### src/rtl/lvds_align_pkg.sv
// Shared types and counter-width helpers for the LVDS word aligner.
// Optional feature macro used by the design: LVDS_ALIGN_SLIPCNT_EN.
package lvds_align_pkg;

    typedef enum logic [2:0] {
        LaneIdle,
        LaneCheck,
        LaneSlip,
        LaneSettle,
        LaneLocked,
        LaneFail
    } lane_state_e;

    // Width of a counter that must hold values 0..max_val inclusive.
    function automatic int unsigned cnt_width(input int unsigned max_val);
        return (max_val < 1) ? 1 : $clog2(max_val + 1);
    endfunction

endpackage

### src/rtl/lvds_align_lane.sv
// One lane of the LVDS word aligner: train/slip/settle FSM with saturating counters.
// LVDS_ALIGN_SLIPCNT_EN exposes the lane's slip counter.
module lvds_align_lane
    import lvds_align_pkg::*;
#(
    parameter int unsigned              DESER_FACTOR  = 8,
    parameter logic [DESER_FACTOR-1:0]  TRAIN_PATTERN = 8'hF0,
    parameter int unsigned              MATCH_COUNT   = 16,
    parameter int unsigned              SLIP_SETTLE   = 4,
    parameter int unsigned              MAX_SLIPS     = 2 * DESER_FACTOR
) (
    input  logic                              clk,
    input  logic                              rst,
    input  logic                              pll_locked,
    input  logic                              start,
    input  logic [DESER_FACTOR-1:0]           rx_word,
    output logic                              bitslip,
    output logic                              aligned,
    output logic                              failed,
    output logic                              busy
`ifdef LVDS_ALIGN_SLIPCNT_EN
    ,
    output logic [cnt_width(MAX_SLIPS)-1:0]   slip_cnt
`endif
);

    localparam int unsigned MW = cnt_width(MATCH_COUNT);
    localparam int unsigned SW = cnt_width(MAX_SLIPS);
    localparam int unsigned TW = cnt_width(SLIP_SETTLE);

    localparam logic [MW-1:0] MATCH_LAST  = MW'(MATCH_COUNT - 1);
    localparam logic [MW-1:0] MATCH_MAX   = MW'(MATCH_COUNT);
    localparam logic [SW-1:0] SLIP_MAX    = SW'(MAX_SLIPS);
    localparam logic [TW-1:0] SETTLE_LAST = TW'(SLIP_SETTLE - 1);

    lane_state_e   state_q, state_d;
    logic [MW-1:0] match_q, match_d;
    logic [SW-1:0] slip_q,  slip_d;
    logic [TW-1:0] settle_q, settle_d;

    always_ff @(posedge clk or posedge rst) begin
        if (rst) begin
            state_q  <= LaneIdle;
            match_q  <= '0;
            slip_q   <= '0;
            settle_q <= '0;
        end else begin
            state_q  <= state_d;
            match_q  <= match_d;
            slip_q   <= slip_d;
            settle_q <= settle_d;
        end
    end

    always_comb begin
        state_d  = state_q;
        match_d  = match_q;
        slip_d   = slip_q;
        settle_d = settle_q;
        // PLL loss dominates everything, then a qualified restart.
        if (!pll_locked) begin
            state_d  = LaneIdle;
            match_d  = '0;
            slip_d   = '0;
            settle_d = '0;
        end else if (start) begin
            state_d  = LaneCheck;
            match_d  = '0;
            slip_d   = '0;
            settle_d = '0;
        end else begin
            unique case (state_q)
                LaneCheck: begin
                    if (rx_word == TRAIN_PATTERN) begin
                        if (match_q != MATCH_MAX) match_d = match_q + 1'b1;
                        if (match_q == MATCH_LAST) state_d = LaneLocked;
                    end else begin
                        match_d = '0;
                        state_d = (slip_q < SLIP_MAX) ? LaneSlip : LaneFail;
                    end
                end
                LaneSlip: begin
                    if (slip_q != SLIP_MAX) slip_d = slip_q + 1'b1;
                    settle_d = '0;
                    state_d  = LaneSettle;
                end
                LaneSettle: begin
                    if (settle_q == SETTLE_LAST) begin
                        settle_d = '0;
                        state_d  = LaneCheck;
                    end else begin
                        settle_d = settle_q + 1'b1;
                    end
                end
                default: ;
            endcase
        end
    end

    assign bitslip = (state_q == LaneSlip);
    assign aligned = (state_q == LaneLocked);
    assign failed  = (state_q == LaneFail);
    assign busy    = (state_q == LaneCheck) || (state_q == LaneSlip) || (state_q == LaneSettle);

`ifdef LVDS_ALIGN_SLIPCNT_EN
    assign slip_cnt = slip_q;
`endif

endmodule

### src/rtl/lvds_word_aligner.sv
// Multi-lane LVDS word aligner: start/lock qualification, lane array, aggregate status.
// LVDS_ALIGN_SLIPCNT_EN adds the per-lane slip_count output.
module lvds_word_aligner
    import lvds_align_pkg::*;
#(
    parameter int unsigned              CHANNELS      = 4,
    parameter int unsigned              DESER_FACTOR  = 8,
    parameter logic [DESER_FACTOR-1:0]  TRAIN_PATTERN = 8'hF0,
    parameter int unsigned              MATCH_COUNT   = 16,
    parameter int unsigned              SLIP_SETTLE   = 4,
    parameter int unsigned              MAX_SLIPS     = 2 * DESER_FACTOR
) (
    input  logic                               clk,
    input  logic                               rst,
    input  logic                               pll_locked,
    input  logic                               align_start,
    input  logic [CHANNELS*DESER_FACTOR-1:0]   rx_data,
    output logic [CHANNELS-1:0]                rx_bitslip,
    output logic [CHANNELS-1:0]                ch_aligned,
    output logic [CHANNELS-1:0]                ch_fail,
    output logic                               all_aligned,
    output logic                               align_busy
`ifdef LVDS_ALIGN_SLIPCNT_EN
    ,
    output logic [CHANNELS*cnt_width(MAX_SLIPS)-1:0] slip_count
`endif
);

    localparam int unsigned SCW = cnt_width(MAX_SLIPS);

    logic [CHANNELS-1:0] lane_busy;
    logic                start_ok;
    logic                all_aligned_q;

    assign align_busy = |lane_busy;
    // Restart is only honoured from a quiet array with a locked PLL.
    assign start_ok   = align_start & pll_locked & ~align_busy;

    for (genvar i = 0; i < CHANNELS; i++) begin : g_lane
        lvds_align_lane #(
            .DESER_FACTOR  (DESER_FACTOR),
            .TRAIN_PATTERN (TRAIN_PATTERN),
            .MATCH_COUNT   (MATCH_COUNT),
            .SLIP_SETTLE   (SLIP_SETTLE),
            .MAX_SLIPS     (MAX_SLIPS)
        ) u_lane (
            .clk        (clk),
            .rst        (rst),
            .pll_locked (pll_locked),
            .start      (start_ok),
            .rx_word    (rx_data[i*DESER_FACTOR +: DESER_FACTOR]),
            .bitslip    (rx_bitslip[i]),
            .aligned    (ch_aligned[i]),
            .failed     (ch_fail[i]),
            .busy       (lane_busy[i])
`ifdef LVDS_ALIGN_SLIPCNT_EN
            ,
            .slip_cnt   (slip_count[i*SCW +: SCW])
`else
            // slip counters stay internal to each lane
`endif
        );
    end

    always_ff @(posedge clk or posedge rst) begin
        if (rst) begin
            all_aligned_q <= 1'b0;
        end else if (!pll_locked || start_ok) begin
            all_aligned_q <= 1'b0;
        end else begin
            all_aligned_q <= &ch_aligned;
        end
    end

    assign all_aligned = all_aligned_q;

endmodule
### config.mk
export PLATFORM = sky130hd
export DESIGN_NAME = lvds_word_aligner
export DESIGN_NICKNAME = d
export VERILOG_FILES = /design/src/rtl/lvds_align_pkg.sv /design/src/rtl/lvds_align_lane.sv /design/src/rtl/lvds_word_aligner.sv
export SDC_FILE = /design/constraint.sdc
export NUM_CORES = 1
export LEC_CHECK = 0
export BUFFER_PORTS_ARGS = -buffer_cell sky130_fd_sc_hd__buf_2
export CORE_MARGIN = 3
export CORE_UTILIZATION = 45
export DETAILED_ROUTE_END_ITERATION = 10
export RECOVER_POWER = 25
export SLEW_MARGIN = 20
export SYNTH_ARGS = -nofsm -noshare
export SYNTH_HDL_FRONTEND = slang
export SYNTH_SLANG_ARGS = --single-unit
### constraint.sdc
create_clock -name clk -period 4.3 [get_ports clk]
set_clock_uncertainty 0.1 [all_clocks]
set_input_delay 0.215 -clock clk [delete_from_list [all_inputs] [get_ports clk]]
set_output_delay 0.215 -clock clk [all_outputs]
set_load 0.01 [all_outputs]
# Word level (Yosys, flattened, before mapping)
# Cells that the tools add are included.
# totals
ff_bits,65
inputBits,36
output_inout_bits,14
word_cells,213
# classes
addsub,12
magnitude_cmp,4
n_eq_ne,72
muxes,81
n_bitwise,3
reduce_logical,24
# op_table
operator,count
$mux 5,36
$mux 3,36
$ne 5x5->1 const B,12
$add 5x1->5 const B,8
$eq 3x2->1 const B,12
$ne 3x1->1 const B,12
$pmux 3 s3,4
$eq 8x8->1 const B,4
$eq 3x3->1 const B,8
$pmux 3 s2,4
$eq 5x4->1 const B,4
$lt 5x5->1 const B,4
$ne 5x1->1 const B,4
$ne 4x1->1 const B,4
$ne 4x3->1 const B,4
$ne 4x4->1 const B,4
$reduce_and 2->1,8
$add 3x1->3 const B,4
$eq 3x1->1 const B,4
$reduce_and 3->1,4
$logic_or 1x1->1,9
$reduce_and 4->1,1
$reduce_or 4->1,1
$and 1x1->1,2
3 further kinds,3

# Depth between registers and ports, before layout
# logic_depth
word_depth,8
ltp_mapped,7
mapped_depth_nobuf,6

# Cells and area by module
# A second synthesis with hierarchy kept.
# hier_totals
hier_cells,442
hier_area_um2,4080.2
# by_module_without_submodules
module,n_inst,cells_each,area_per_inst_um2,seq_area_each_um2
lvds_align_lane at g_lane[1].u_lane ...,2,108,1004.7,400.4
lvds_align_lane at g_lane[3].u_lane,1,111,1003.5,400.4
lvds_align_lane at g_lane[0].u_lane,1,107,998.5,400.4
lvds_word_aligner,1,8,68.8,25.0

# Worst setup path before layout
# No wires, ideal clock.
# synth_path
kind,flip-flop to flip-flop
from,register g_lane[3].u_lane.match_q[0]
to,register g_lane[3].u_lane.state_q[0]
setup_time_ns,0.132
arrival_time_ns,1.732
required_ns,4.068
setup_slack_ns,2.336
path_stages_with_launch,7
n_path_buf,0
period_less_slack_ns,1.964
path_cell_list,dfrtp_1 -> ha_1 -> and3_1 -> ha_1 -> nor4_2 -> a2111oi_0 -> or3b_1
# synth_between
elab_chain_len,3
# synth_rtl
element,line,rtl
from (decl),lvds_align_lane.sv:37,"logic [MW-1:0] match_q, match_d;"
from (signal assigned),lvds_align_lane.sv:49,match_q <= match_d;
$eq 5x4->1,lvds_align_lane.sv:76,if (match_q == MATCH_LAST) state_d = LaneLocked;
$ne 5x5->1 (no line),--,
$reduce_and 3->1 (no line),--,
to (signal assigned),lvds_align_lane.sv:43,state_q <= LaneIdle;
to (signal assigned),lvds_align_lane.sv:48,state_q <= state_d;
to (decl),lvds_align_lane.sv:36,"lane_state_e state_q, state_d;"
# No other way between the ends.
# A chain may end at the register's enable or synchronous reset.

# Worst setup path in the final report
# layout_path
from,register g_lane[0].u_lane.state_q[0]
to,register g_lane[2].u_lane.match_q[1]
# layout_between
elab_chain_len,8
elab_cells_between_ends,13
classes_between,eq/ne: 5; mux: 2; bitwise: 2; reduce/logical: 4
# layout_rtl
element,line,rtl
from (decl),lvds_align_lane.sv:36,
from (signal assigned),lvds_align_lane.sv:43,
from (signal assigned),lvds_align_lane.sv:48,
$eq 3x1->1 / $eq 3x2->1 (equally long branches),lvds_align_lane.sv:103,assign busy = (state_q == LaneCheck) || (state_q == LaneSlip) || (state_q == LaneSettle);
$logic_or 1x1->1,lvds_align_lane.sv:103,
$logic_or 1x1->1 *,lvds_align_lane.sv:103,
$reduce_or 4->1 *,lvds_word_aligner.sv:35,assign align_busy = |lane_busy;
$not 1->1 *,lvds_word_aligner.sv:37,assign start_ok = align_start & pll_locked & ~align_busy;
$and 1x1->1 *,lvds_word_aligner.sv:37,
"$ne 4x4->1 (no line), or another cell as far along",--,
$reduce_and 2->1 (no line) / $mux 5 (equally long branches),--,
to (signal assigned),lvds_align_lane.sv:49,
to (decl),lvds_align_lane.sv:37,
# Mark *: on every way between the ends. The rest lies on a longest branch, timed or not.

==> flow_metrics.py <==
metrics = {
    "job": {
        "cap_violations": 0,
    },
    "detailed_routing": {
        "routed_wl_um": 8140,
        "antenna_left": 0,
        "num_vias": 3256,
        "drcViolationCount": 0,
        "wl_per_cell_um": 13.8,
        "drt_iter0_markers": 113,
        "vias_per_cell": 5.54,
        "drt-pass1-iter-count": 4,
    },
    "worst_hold_path": {
        "worstHoldPathCells": 2,
        "hold_start": "pll_locked",
        "hold_end": "g_lane[2].u_lane.state_q[0]",
        "hp-class": "input port to flop",
    },
    "critical_path": {
        "cp-end-kind": "flop",
        "crit_required_ns": 4.42,
        "regToRegEndpoint": "g_lane[2].u_lane.match_q[1]",
        "r2r_cells": 5,
        "critical_path_class": "flop to flop",
        "r2r_start": "g_lane[0].u_lane.state_q[0]",
        "ff2ff_setup_slack_ns": 1.72,
        "worst_setup_path_start_kind": "flop",
        "crit_arrival_ns": 2.69,
        "critPathMaxFanout": 35,
    },
    "cts": {
        "cts_hold_buf": 1,
        "cts_tree": "done",
        "clkLatencyLatePin_ns": 0.34,
        "clkTransAtPathRegs_ns": 0.08,
        "cts_buffers": 9,
        "post-cts-setup-buffers": 0,
        "post_cts_resized": 0,
        "cts-root-buf": "clkbuf_8",
        "cts_sinks": 65,
        "clockBufferDepth": 2,
        "cts-htree-levels": 3,
    },
    "sta": {
        "fin_crit_sh_pct": 59.9,
        "rsz0062_at_grt": "no",
        "worstMarginPinSlew_ns": 1.20,
        "worst_slack_ns": 1.72,
        "min_period_ns": 2.58,
        "setup_violations": 0,
        "slew-limit-headroom_pct": 19.9,
        "hold_viol": 0,
        "slew_viol_final": 0,
        "fmax_mhz": 388,
        "fin_tns_setup_ns": 0,
    },
    "synth": {
        "yosysWarnings": 0,
        "syn_nets": 502,
        "avgSynthCellArea_um2": 9.20,
        "synth-async-reset-ratio_pct": 100,
        "synth.distinct_cells": 55,
        "synth_flop_cell": "dfrtp_1",
        "synth-edff-count": 0,
        "syn_inst": 442,
        "ys_ff_latch": 65,
        "synth_area_um2": 4070,
        "synth_seq_area_share_pct": 40.0,
        "synth_top_cell_by_area": "dfrtp_1",
        "synth_top_area_share_pct": 40.0,
        "synthTopCellsByArea": "dfrtp_1 40%, ha_1 7.4%, nor2_1 4.6%",
    },
    "cells_and_area": {
        "area_growth_syn_to_layout_pct": 10.9,
        "multi_input_comb_area_um2": 2140,
        "utilization_pct": 51.5,
        "fin_nets": 535,
        "diodes": 0,
        "final-seq-area_um2": 1630,
        "fillerInstances": 827,
        "drive_above_1_share_pct": 16.9,
    },
    "power": {
        "leakage_nw": 1.94,
        "vdd_drop_max_uv": 192,
        "p_per_area_nw_per_um2": 409,
        "p_total_mw": 1.85,
    },
    "placement": {
        "post-place-ws_ns": 1.69,
        "gp_congestion": 0.814,
        "port-buffer-count": 49,
        "dp_hpwl_um": 5960,
    },
    "global_route": {
        "overflow": 0,
        "grt_pass1_wl_um": 14000,
        "grt_usage_pct": 17.3,
        "grt_antenna_before_repair": 0,
        "grt_start_max_net_pins": 36,
        "grt_pass1_vias": 3083,
    },
    "floorplan": {
        "die_h_um": 101,
        "ioPinCount": 50,
        "die_width_um": 101,
        "dieArea_um2": 10200,
        "num_rows": 34,
        "start_util_pct": 46.4,
        "core_area_um2": 8760,
    },
    "status": {
        "outcome": "finished clean",
    },
}
==> metrics by stage <==
stage	std cells	cell area [um2]	hold WS (ns)
6_report	588	4510	0.0792
5_1_grt	588	4510	0.0681
4_1_cts	588	4510	0.0648
3_5_place_dp	571	4280	0.260
3_3_place_gp	571	4280	0.260
2_1_floorplan	442	4070	0.237
==> synth_stat cells, types with 3 or more instances <==
master / number
a31oi_1: 3
nor3b_1: 9
nand4_1: 15
o21a_1: 3
nand2_1: 21
buf_2: 7
nand3b_1: 4
and4_1: 4
nor4bb_1: 3
nor2_1: 50
buf_4: 15
o31a_1: 5
mux2i_1: 6
nor3_1: 20
a22oi_1: 3
xnor2_1: 6
nand2b_1: 10
or4_1: 5
xor2_1: 12
ha_1: 24
o21ai_0: 15
o21bai_1: 5
dfrtp_1: 65
a211oi_1: 3
a2111oi_0: 3
nand3_1: 9
inv_1: 32
a21oi_1: 28
nor4_1: 5
o31ai_1: 4
and3_1: 5
a31o_2: 4
nand4b_1: 3
or3b_1: 3
clkbuf_1: 6
==> layout by cell type (no fill, tap or decap), types with 9 or more instances in the layout <==
| cell | Yosys | final |
|---|---|---|
| nand2_1 | 21 | 21 |
| nor3_1 | 20 | 20 |
| nor2_1 | 50 | 50 |
| buf_2 | 7 | 48 |
| nand2b_1 | 10 | 10 |
| nand3_1 | 9 | 9 |
| inv_1 | 32 | 32 |
| dfrtp_1 | 65 | 65 |
| nand4_1 | 15 | 15 |
| a21oi_1 | 28 | 28 |
| clkbuf_8 | 0 | 9 |
| nor3b_1 | 9 | 9 |
| o21ai_0 | 15 | 15 |
| ha_1 | 24 | 24 |
| xor2_1 | 12 | 12 |
==> routing by layer <==
metal	part of all wire (%)	vias to the layer above	GRT usage (%)
met1	49	1558	23.5
met4	0.95	0	5.52
met2	46	55	27.3
met5	0	-	0
li1	-	1637	-
met3	4.1	6	4.15
==> area by class of cell <==
type,instances,area share (%)
flip-flops and latches,65,36.1
inverters,32,2.66
multi-input cells,315,47.4
clock buffers,9,2.75
clock inverters,7,2.11
repair buffers,52,5.97
well taps,108,3.00
==> registers in the layout, summed over array words and instances (netlist names) <==
name,cells
g_lane.u_lane.state_q,12
g_lane.u_lane.slip_q,20
g_lane.u_lane.match_q,20
all_aligned,1
g_lane.u_lane.settle_q,12
==> critical path, cell delays in order (launching register included) <==
cell      delay, ns
dfrtp_1        0.50
o21bai_1       0.35
nand4_1        0.29
o21ai_4        0.61
buf_4          0.47
nor3_1         0.11
==> logic make-up (layout without fill, tap and decap cells) <==
family                   count (synthesis)  count (layout)  share of synthesized area (%)
AO/OA/AOI/OAI                           84              84                           13.7
XOR/XNOR                                18              18                           3.88
adder cells (fa/ha/maj)                 24              24                           7.39
buffers and inverters                   62             100                           7.54
flip-flops                              65              65                           40.0
multiplexers                             6               6                           1.48
AND/OR/NAND/NOR                        183             183                           26.0
==> where the power goes <==
part | total [mW] | switching, mW | internal (mW)
clock network | 0.573 | 0.247 | 0.326
registers | 0.750 | 0.0887 | 0.661
logic | 0.522 | 0.315 | 0.208
total | 1.85 | 0.651 | 1.19
==> worst max-delay path by stage <==
stage	to	from	slack, ns
floorplan	g_lane[3].u_lane.state_q[0]	g_lane[3].u_lane.match_q[0]	2.34
global placement	g_lane[2].u_lane.match_q[1]	g_lane[0].u_lane.state_q[0]	1.77
detailed placement	g_lane[2].u_lane.match_q[1]	g_lane[0].u_lane.state_q[0]	1.69
CTS	g_lane[2].u_lane.match_q[1]	g_lane[0].u_lane.state_q[0]	1.69
global route	g_lane[2].u_lane.match_q[1]	g_lane[0].u_lane.state_q[0]	1.47
finish	g_lane[2].u_lane.match_q[1]	g_lane[0].u_lane.state_q[0]	1.72
(Power assumes the default switching activity.)
